## src/rtl/window_fetcher.sv

```systemverilog
// Raster-scans an image, issuing one 5x5-window read per position on the RAM enable/finish handshake,
// and hands each captured window to the convolution datapath over valid/ready. All outputs registered.
module window_fetcher #(
  parameter int ADDR_W = 16,
  parameter int DATA_W = 16
) (
  input  logic                   clk,
  input  logic                   rst,
  input  logic                   start,
  input  logic [ADDR_W-1:0]      base_addr,
  input  logic [ADDR_W-1:0]      img_width,
  input  logic [ADDR_W-1:0]      img_height,
  input  logic                   stride_two,
  output logic                   mem_enable,
  output logic                   mem_write,
  output logic [ADDR_W-1:0]      mem_address,
  output logic [ADDR_W-1:0]      mem_offset,
  input  logic                   mem_finish,
  input  logic [25*DATA_W-1:0]   mem_data,
  output logic [25*DATA_W-1:0]   win_data,
  output logic                   win_valid,
  input  logic                   win_ready,
  output logic                   busy,
  output logic                   done
);

  typedef enum logic [2:0] {S_IDLE, S_ISSUE, S_WAIT, S_HOLD, S_DONE} state_t;

  localparam logic [ADDR_W-1:0] FIVE   = ADDR_W'(5);
  localparam logic [ADDR_W:0]   FIVE_X = (ADDR_W+1)'(5);

  state_t                 state_q, state_d;
  logic [ADDR_W-1:0]      width_q, width_d;
  logic [ADDR_W-1:0]      height_q, height_d;
  logic                   s2_q, s2_d;
  logic [ADDR_W-1:0]      x_q, x_d;
  logic [ADDR_W-1:0]      y_q, y_d;
  logic [ADDR_W-1:0]      row_q, row_d;
  logic [ADDR_W-1:0]      addr_q, addr_d;
  logic [25*DATA_W-1:0]   win_q, win_d;
  logic                   en_q, en_d;
  logic                   vld_q, vld_d;
  logic                   busy_q, busy_d;
  logic                   done_q, done_d;

  logic [ADDR_W-1:0]      step;
  logic [ADDR_W-1:0]      row_step;
  logic [ADDR_W:0]        x_lim;
  logic [ADDR_W:0]        y_lim;
  logic                   last_col;
  logic                   last_row;

  // Limits only meaningful once a scan is running (both dims already >= 5).
  assign step     = s2_q ? ADDR_W'(2) : ADDR_W'(1);
  assign row_step = s2_q ? {width_q[ADDR_W-2:0], 1'b0} : width_q;
  assign x_lim    = {1'b0, width_q}  - FIVE_X;
  assign y_lim    = {1'b0, height_q} - FIVE_X;
  assign last_col = ({1'b0, x_q} + {1'b0, step}) > x_lim;
  assign last_row = ({1'b0, y_q} + {1'b0, step}) > y_lim;

  always_comb begin
    state_d  = state_q;
    width_d  = width_q;
    height_d = height_q;
    s2_d     = s2_q;
    x_d      = x_q;
    y_d      = y_q;
    row_d    = row_q;
    addr_d   = addr_q;
    win_d    = win_q;
    case (state_q)
      S_IDLE: begin
        if (start) begin
          width_d  = img_width;
          height_d = img_height;
          s2_d     = stride_two;
          if (img_width < FIVE || img_height < FIVE) begin
            state_d = S_DONE;
          end else begin
            x_d     = '0;
            y_d     = '0;
            row_d   = base_addr;
            addr_d  = base_addr;
            state_d = S_ISSUE;
          end
        end
      end
      // mem_finish may still show the previous completion here, so it is not looked at.
      S_ISSUE: state_d = S_WAIT;
      S_WAIT: begin
        if (mem_finish) begin
          win_d   = mem_data;
          state_d = S_HOLD;
        end
      end
      S_HOLD: begin
        if (vld_q && win_ready) begin
          if (last_col) begin
            if (last_row) begin
              state_d = S_DONE;
            end else begin
              x_d     = '0;
              y_d     = y_q + step;
              row_d   = row_q + row_step;
              addr_d  = row_q + row_step;
              state_d = S_ISSUE;
            end
          end else begin
            x_d     = x_q + step;
            addr_d  = addr_q + step;
            state_d = S_ISSUE;
          end
        end
      end
      S_DONE:  state_d = S_IDLE;
      default: state_d = S_IDLE;
    endcase

    en_d   = (state_d == S_ISSUE) || (state_d == S_WAIT);
    vld_d  = (state_d == S_HOLD);
    busy_d = (state_d == S_ISSUE) || (state_d == S_WAIT) || (state_d == S_HOLD);
    done_d = (state_d == S_DONE);
  end

  always_ff @(posedge clk or posedge rst) begin
    if (rst) begin
      state_q  <= S_IDLE;
      width_q  <= '0;
      height_q <= '0;
      s2_q     <= 1'b0;
      x_q      <= '0;
      y_q      <= '0;
      row_q    <= '0;
      addr_q   <= '0;
      win_q    <= '0;
      en_q     <= 1'b0;
      vld_q    <= 1'b0;
      busy_q   <= 1'b0;
      done_q   <= 1'b0;
    end else begin
      state_q  <= state_d;
      width_q  <= width_d;
      height_q <= height_d;
      s2_q     <= s2_d;
      x_q      <= x_d;
      y_q      <= y_d;
      row_q    <= row_d;
      addr_q   <= addr_d;
      win_q    <= win_d;
      en_q     <= en_d;
      vld_q    <= vld_d;
      busy_q   <= busy_d;
      done_q   <= done_d;
    end
  end

  assign mem_enable  = en_q;
  assign mem_write   = 1'b0;
  assign mem_address = addr_q;
  assign mem_offset  = width_q;
  assign win_data    = win_q;
  assign win_valid   = vld_q;
  assign busy        = busy_q;
  assign done        = done_q;

endmodule

```

## config.mk

```make
export PLATFORM = sky130hd
export DESIGN_NAME = window_fetcher
export DESIGN_NICKNAME = d
export VERILOG_FILES = /design/src/rtl/window_fetcher.sv
export SDC_FILE = /design/constraint.sdc
export NUM_CORES = 1
export LEC_CHECK = 0
export ABC_AREA = 1
export BUFFER_PORTS_ARGS = -buffer_cell sky130_fd_sc_hd__buf_4
export CORE_AREA = 2 2 349 351
export DETAILED_ROUTE_END_ITERATION = 8
export DIE_AREA = 0 0 351 353
export PLACE_DENSITY = 0.35
export SETUP_SLACK_MARGIN = 0.05
export SYNTH_ARGS = -nofsm -noshare
export SYNTH_HDL_FRONTEND = slang
export SYNTH_SLANG_ARGS = --single-unit
```

## constraint.sdc

```tcl
create_clock -name clk -period 20.1 [get_ports clk]
set_input_delay 0 -clock clk [delete_from_list [all_inputs] [get_ports clk]]
set_output_delay 0 -clock clk [all_outputs]
set_load 0.02 [all_outputs]
```

======== Word level (Yosys, flattened, before mapping) ========
Index checks and enable logic that the tools add are counted.
operators by class
  add/subtract/negate cells ............... 8
  multipliers ............................. 0
  div/mod/pow operators ................... 0
  $lt $le $gt $ge ......................... 4
  eq/ne operators ......................... 13
  shift operators ......................... 0
  multiplexer cells ....................... 28
  bitwise gates (word level) .............. 0
  reduce and logical (&&, ||, !) cells .... 10
operator list
  operator                                                                       count
  16-bit 2-to-1 mux                                                              16
  16-bit case mux with 2 select lines                                            4
  16-bit by 2-bit adder with 16-bit output                                       3
  16-bit by 2-bit adder with 17-bit output                                       2
  17-bit greater-than comparator                                                 2
  16-bit by 3-bit subtractor with 17-bit output, second input constant           2
  16-bit by 3-bit less-than comparator with 1-bit output, second input constant  2
  3-bit 2-to-1 mux                                                               6
  16-bit adder                                                                   1
  3-bit by 2-bit == test with 1-bit output, second input constant                4
  3-bit case mux with 4 select lines                                             1
  2-bit inequality test, second input constant                                   5
  3-bit by 1-bit == test with 1-bit output, second input constant                2
  6-bit AND reduction                                                            1
  5-bit AND reduction                                                            1
  2-bit AND reduction                                                            2
  3-bit == test, second input constant                                           1
  3-bit zero test                                                                1
  1-bit logical OR                                                               3
  3-bit inequality test, second input constant                                   1
  2-bit 2-to-1 mux                                                               1
  2-bit nonzero test                                                             1
  1-bit logical AND                                                              1
word-level totals
  bits in registers ....................... 504
  latch bits .............................. 0
  memory bits (writable) .................. 0
  memory bits (read-only) ................. 0
  input bits .............................. 454
  output and inout bits ................... 437
  word-level logic and storage cells ...... 76
  memories kept ........................... 0

======== Longest topological paths before layout ========
Gate-level depths: netlist (run 1).
  depth after elaboration ................. 10
  mapped depth ............................ 26
  depth with buffers taken out ............ 24

======== Worst setup path after synthesis (run 1) ========
No wires, ideal clock.
  path type ............................... reg-to-reg
  start ................................... register s2_q
  end ..................................... register addr_q[2], in the netlist mem_address[2]
  library setup time ...................... 65 ps
  arrival time ............................ 3648 ps
  data required time ...................... 20035 ps
  path slack .............................. 16387 ps
  cell stages (with the launch flop) ...... 26
  path buffers ............................ 2
  clock period less this slack ............ 3713 ps
  path through ............................ dfrtp_1 clkbuf_1 inv_1 ha_1 fa_1 nand2_1 nor2_1 nand3_1 nor2_1 nand2_1 nor2_2 nand2_1 nor2_1 xor2_1 ha_1 nand2_1 nor2_1 inv_1 a21oi_1 nor2_1 nand3_1 nand3_2 o21ai_2 buf_2 nand2_1 nand2_1
on the way
  longest elaborated chain between the ends .. 6
  elaborated cells on any way between the ends .. 14
  those cells by class .................... add/sub (4); order compare (2); eq/ne (1); mux (6); reduce/logical (1)
ends and longest elaborated chain
  element                                                                   line     source
  start, declared                                                           35       logic s2_q, s2_d;
  start signal, assigned                                                    130      s2_q <= 1'b0;
  start signal, assigned                                                    144      s2_q <= s2_d;
  2-bit 2-to-1 mux or 16-bit 2-to-1 mux (tied branches)                     54, 55
  16-bit by 2-bit adder with 17-bit output or 16-bit adder (tied branches)  58, 105
  17-bit greater-than comparator or 16-bit 2-to-1 mux (tied branches)       58, 99
  16-bit 2-to-1 mux                                                         98       if (last_col) begin
  16-bit 2-to-1 mux                                                         97       if (vld_q && win_ready) begin
  16-bit case mux with 2 select lines                                       71       case (state_q)
  end signal, assigned                                                      148      addr_q <= addr_d;
  end, declared                                                             39       logic [ADDR_W-1:0] addr_q, addr_d;
Several ways; a longest one is shown, not always the timed one. The select of a mux whose other input is x is not followed.
A chain may end at the register's enable or synchronous reset.

======== Final worst setup path (run 1) ========
  start ................................... register s2_q
  end ..................................... register y_q[7]
on the way
  longest elaborated chain between the ends .. 6
  elaborated cells on any way between the ends .. 13
  those cells by class .................... add/sub (3); order compare (2); eq/ne (2); mux (5); reduce/logical (1)
ends and longest elaborated chain
  element                                                                                           line  source
  2-bit 2-to-1 mux *                                                                                54    assign step = s2_q ? ADDR_W'(2) : ADDR_W'(1);
  parallel branches: the longest is 5 deep, another holds 16-bit by 2-bit adder with 17-bit output  -
  end signal, assigned                                                                              146   y_q <= y_d;
  end, declared                                                                                     37    logic [ADDR_W-1:0] y_q, y_d;
Mark *: on every way between the ends. The select of a mux whose other input is x is not followed.

==> results of run 1 <==
worst min-delay path, stage by stage:
cell and delay (ns):
buf_4 0.12, inv_1 0.11, nor2_4 0.05, clkinv_1 0.27, nand2_1 0.09, nand2_1 0.06
flip-flops by register name (all words and copies together), names as in the netlist:
| register | count |
|---|---|
| x_q | 16 |
| mem_enable | 1 |
| mem_address | 16 |
| mem_offset | 16 |
| busy | 1 |
| win_valid | 1 |
| s2_q | 1 |
| row_q | 16 |
| win_data | 400 |
| y_q | 16 |
| height_q | 16 |
| state_q | 3 |
| done | 1 |
power breakdown:
group          leakage (nW)  total, mW  internal [mW]  switching (mW)
clock                  1.16       1.29          0.785           0.510
combinational          10.9       3.15           1.34            1.81
sequential             6.03       1.86           1.51           0.347
total                  18.1       6.30           3.63            2.67
path summary, 6_finish.rpt:
kind | endpoint | slack, ns | cells after the start | from
max | y_q[7] | 14.38 | 21 | s2_q
min | mem_offset[12] | 0.11 | 6 | start
max reg2reg | y_q[7] | 14.38 | 21 | s2_q
min reg2reg | y_q[0] | 0.48 | 2 | y_q[0]
max in group asynchronous | win_data[48] | 16.30 | 7 | rst
min in group asynchronous | win_data[87] | 0.61 | 4 | rst
layout by cell type (no fill, tap or decap), types with 3 or more instances in the layout:
master and instances:
a21o_1 4, a21oi_1 30, buf_4 902, bufinv_16 6, clkbuf_1 16, clkbuf_16 70
clkbuf_8 17, clkinv_1 3, clkinv_2 6, dfrtp_1 504, diode_2 6, dlygate4sd3_1 452
fa_1 4, ha_1 57, inv_1 124, inv_16 3, inv_2 4, mux2_2 400
nand2_1 425, nand3_1 70, nand3b_1 5, nand4_1 19, nor2_1 74, nor2_2 3
nor3_1 22, o21ai_0 77, o21ai_1 7, o21bai_1 4, o22ai_1 3, xnor2_1 11
xor2_1 54
cell families (layout without fill, tap and decap cells):
group / Yosys count / count (layout) / share of synthesized area (%)
multiplexers: 400 / 400 / 19.8
flip-flops: 504 / 504 / 55.6
buffers and inverters: 202 / 1608 / 3.68
adder cells (fa/ha/maj): 61 / 61 / 3.50
other: 1 / 7 / 0.0165
XOR/XNOR: 65 / 65 / 2.51
AO/OA/AOI/OAI: 130 / 130 / 3.07
AND/OR/NAND/NOR: 638 / 638 / 11.8
layout make-up:
class	instances	share of cell area (%)
Sequential cell	504	33.1
Tap cell	1625	5.34
Inverter	132	1.32
Antenna cell	6	0.0394
Clock inverter	18	0.798
Multi-Input combinational cell	1295	24.3
Clock buffer	103	5.37
Timing Repair Buffer	1355	29.7
layer usage:
layer  vias to the layer above  part of all wire, %
li1                       9409                    -
met1                     10000                   40
met2                       572                   51
met3                       135                  6.1
met4                        20                  2.0
met5                         -                 0.12
metrics by stage:
| step | cells | util [%] | cell area [um^2] | setup slack, ns |
|---|---|---|---|---|
| 2_1_floorplan | 2001 | - | 22700 | 6.03 |
| 3_3_place_gp | 4459 | 25.9 | 31200 | 14.46 |
| 3_5_place_dp | 4459 | 25.9 | 31200 | 14.29 |
| 4_1_cts | 5032 | 31.6 | 38100 | 14.27 |
| 5_1_grt | 5034 | 31.6 | 38100 | 13.56 |
| 6_report | 5038 | 31.6 | 38100 | 14.38 |
what timing repair did:
item                                    CTS  global route
endpoints found under the hold margin   550             0
hold buffers                            452             0
endpoints found under the setup margin    0             0
==> run metrics, run 1 <==
Die Y=353 um; proportion of layout cells with a drive suffix above 1=42.0%; DR WL/cell=20.8 um; Tmin final=5.72 ns; Max Fclk=0.175 GHz; Hold Fails Final Rpt=0; power per cell area=165 nW/um^2; first-pass GRT wire length=151000 um; Lkg Pwr=18.1 nW; Area growth syn-to-layout=67.9%; mapped cell area=22700 um^2; Synth area leader=dfrtp_1; total power=6.30 mW; number of global-route vias before repair=21800; post-CTS setup buffers=0; Die W=351 um; met3 Usage GRT=4.27%; clock buffer depth=3; Crit. End Element=flip-flop; synth top area cells=dfrtp_1 56%, mux2_2 20%, nand2_1 7.0%, ha_1 3.1%, xor2_1 2.1%; FP Rows=128; Slowest Stage Delay on Critical Path=0.71 ns; syn_nets=2516; routing usage on met1=19.8%; root buf cell=clkbuf_16; gpl congestion=0.866; Peak VDD IR=0.0000802 V; Distinct cells, synth=43; worst hold path class=in -> reg; top cells by count, synth=504 x dfrtp_1, 425 x nand2_1, 400 x mux2_2; CP Max Fanout=31; CP Cell Sequence=inv_1 -> ha_1 -> fa_1 -> nand3_1 -> nor2_1 -> nand4_1 -> nor3_1 -> nand3_1 -> xor2_1 -> ha_1 -> nand2_1 -> nor2_1 -> inv_1 -> a21oi_1 -> nor2_1 -> nand3_1 -> nand2_2 -> nand2_1 -> nand3_4 -> inv_2 -> o21ai_0; Resized Gates After CTS=0; CTS tree=yes; Clk Latency, worst-skew pair=0.64 ns; data required time of the worst path=20.57 ns; initial antenna violation count=23; vias per cell=4.00; EDFF count, synth=0; CP max-delay cell=dfrtp_1; synthesized area per cell=11.3 um^2; Syn. warnings=0; # port buffers=889; Nets=3872; area of the multi-input gates=9270 um^2; Detailed Place HPWL=82900 um; critical path class=reg -> reg; Synth top area share=55.6%; Buf/Inv on CP=3; sequential fraction of the synthesis area=55.6%; Initial DRC Count=911; vias after detailed routing=20200; Global Route met2 Usage=29.5%; Slew Viols, Final=0; Post-Syn Instances=2001; status=finished clean; top-count cell post-synth=dfrtp_1; GRT Total Usage=16.6%; Setup TNS=0 ns; Residual DRC=0; Starting Density=18.8%; final setup fails=0; Antenna Violating Nets Remaining=0; final worst-path cycle share=28.4%; global route total overflow=0; commonest register cell after synthesis=dfrtp_1; Largest delay share family, worst path=simple AND/OR/NAND/NOR gates; Core ar.=121000 um^2; CTS clk-pin slew, worst paths=0.06 ns; H-tree Lvls=3; max-cap violations=0; Sequential Area=12600 um^2; die area=124000 um^2; CP Launch Type=flip-flop; Clock Sinks=504; normalized max-slew margin=24.8%; GR peak layer=met2; largest net degree at the start of global routing=151; Post-Route WL=105000 um; Yosys reg bits=504; hold_ws=0.107 ns; ys async rst share=100%; first-pass detailed-route iteration total=5; Worst Tran Pin Value=1.13 ns; CP Data Arrival Time=6.19 ns; Fin Clk Skew=0.0245 ns; Fillers=12500; I/O pins=891; TritonCTS Buffers=69; unrepaired setup endpoints after global routing=no
No activity file was read; power rests on OpenSTA's default activity.
==> run 2: changes to the inputs <==
--- a/config.mk
+++ b/config.mk
@@ -7,10 +7,10 @@
 export LEC_CHECK = 0
 export ABC_AREA = 1
 export BUFFER_PORTS_ARGS = -buffer_cell sky130_fd_sc_hd__buf_4
-export CORE_AREA = 2 2 349 351
+export CORE_AREA = 2 2 343 345
 export DETAILED_ROUTE_END_ITERATION = 8
-export DIE_AREA = 0 0 351 353
-export PLACE_DENSITY = 0.35
+export DIE_AREA = 0 0 345 347
+export PLACE_DENSITY = 0.37
 export SETUP_SLACK_MARGIN = 0.05
 export SYNTH_ARGS = -nofsm -noshare
 export SYNTH_HDL_FRONTEND = slang
==> constraint.sdc (replaced) <==
create_clock -name clk -period 4.6 [get_ports clk]
set_input_delay 0 -clock clk [delete_from_list [all_inputs] [get_ports clk]]
set_output_delay 0 -clock clk [all_outputs]
set_load 0.02 [all_outputs]
==> run metrics, run 2 (same netlist as run 1, synthesis figures left out) <==
Peak VDD IR=0.000419 V; Post-Route WL=106000 um; CTS clk-pin slew, worst paths=0.06 ns; vias per cell=4.09; proportion of layout cells with a drive suffix above 1=42.0%; Final Cell Area=38100 um^2; CP Cell Sequence=buf_4 -> ha_1 -> nand3_1 -> nand2_1 -> nand4_1 -> nor3_1 -> nand3_1 -> xor2_1 -> inv_1 -> ha_1 -> nand2_1 -> nor2_1 -> inv_1 -> a21oi_1 -> nor2_1 -> nand3_1 -> nand2_2 -> nand2_1 -> nand3_4 -> inv_8 -> o21ai_0; Area growth syn-to-layout=67.9%; power per cell area=722 nW/um^2; Residual DRC=0; area of the multi-input gates=9290 um^2; Setup TNS=0 ns; final setup margin=0.480 ns; CP Launch Type=flip-flop; FP Rows=125; most common cell after layout, fill and taps aside=buf_4; data required time of the worst path=5.09 ns; largest net degree at the start of global routing=170; hold_ws=0.0926 ns; CP Data Arrival Time=4.61 ns; Hold Fails Final Rpt=0; commonest non-fill, non-tap cells in the layout=899 x buf_4, 504 x dfrtp_1, 458 x dlygate4sd3_1; pre-CTS setup slack=0.0976 ns; unrepaired setup endpoints after global routing=no; Clk Latency, worst-skew pair=0.64 ns; CP max-delay cell=dfrtp_1; Starting Density=19.6%; Placed Instance Area=31200 um^2; first-pass GRT wire length=153000 um; root buf cell=clkbuf_16; TritonCTS Buffers=68; DR WL/cell=21.5 um; Worst Tran Pin Value=1.26 ns; Slowest Stage Delay on Critical Path=0.40 ns; CP Max Fanout=30; Lkg Pwr=18.1 nW; # port buffers=889; Non-Filler Instances=4944; global route total overflow=0; Fillers=11900; Max Fclk=0.243 GHz; total power=27.5 mW; vias after detailed routing=20200; Antenna Violating Nets Remaining=0; Die W=345 um; max-cap violations=0; I/O pins=891; Initial DRC Count=1117; worst hold path class=in -> reg; H-tree Lvls=3; # placed instances=4360; max reg flops=400; normalized max-slew margin=15.7%; Detailed Place HPWL=84300 um; die area=120000 um^2; CTS tree=yes; Die Y=347 um; GRT Total Usage=17.3%; number of global-route vias before repair=21700; final worst-path cycle share=89.6%; clock buffer depth=3; Core ar.=116000 um^2; Fin Clk Skew=0.0260 ns; initial antenna violation count=26; Nets=3880; final setup fails=0; fin util=32.9%; critical path class=reg -> reg; Tmin final=4.12 ns; Slew Viols, Final=0; first-pass detailed-route iteration total=7; status=finished clean; Crit. End Element=flip-flop; Clock Sinks=504; Sequential Area=12600 um^2; gpl congestion=0.862
-- run 2: final timing paths --
check,end,start,slack (ns),depth (start not counted)
setup reg to reg,y_q[12],s2_q,0.48,21
hold / removal,state_q[0],mem_finish,0.09,5
setup / recovery,y_q[12],s2_q,0.48,21
max in group asynchronous,win_data[94],rst,2.73,5
hold reg to reg,row_q[9],row_q[9],0.49,2
min in group asynchronous,win_data[183],rst,0.62,4
-- run 2: repair_timing --
item,in CTS,in global routing
setup buffers,0,0
hold buffers,458,0
endpoints found under the setup margin,0,47
hold endpoints to repair,777,0
gates resized for setup,0,7
-- run 2: cell type report --
| class | instances | area share, % |
|---|---|---|
| Clock inverter | 23 | 1.05 |
| Sequential cell | 504 | 33.1 |
| Timing Repair Buffer | 1363 | 30.1 |
| Tap cell | 1524 | 5.00 |
| Inverter | 132 | 1.34 |
| Clock buffer | 95 | 5.02 |
| Multi-Input combinational cell | 1296 | 24.4 |
| Antenna cell | 7 | 0.0460 |
-- run 2: per-layer routing --
metal	up-vias	GRT usage (%)	routed length [um]
li1	9420	-	-
met1	10000	21.8	45900
met2	638	28.5	50600
met3	117	5.35	7540
met4	20	4.66	2160
met5	-	0	134
-- run 2: worst max-delay path, delay by kind of cell (launching register included) --
family | cells | cell delay, ns
fa+ha+maj | 2 | 0.59
buf+inv | 4 | 0.61
simple gates | 12 | 1.94
compound gates | 2 | 0.24
xor+xnor | 1 | 0.20
flops | 1 | 0.40
-- run 2: report_power, final --
part | switching, mW | internal [mW] | leakage (nW)
logic | 7.97 | 5.91 | 11.0
registers | 1.47 | 6.60 | 6.03
clock network | 2.19 | 3.38 | 1.13
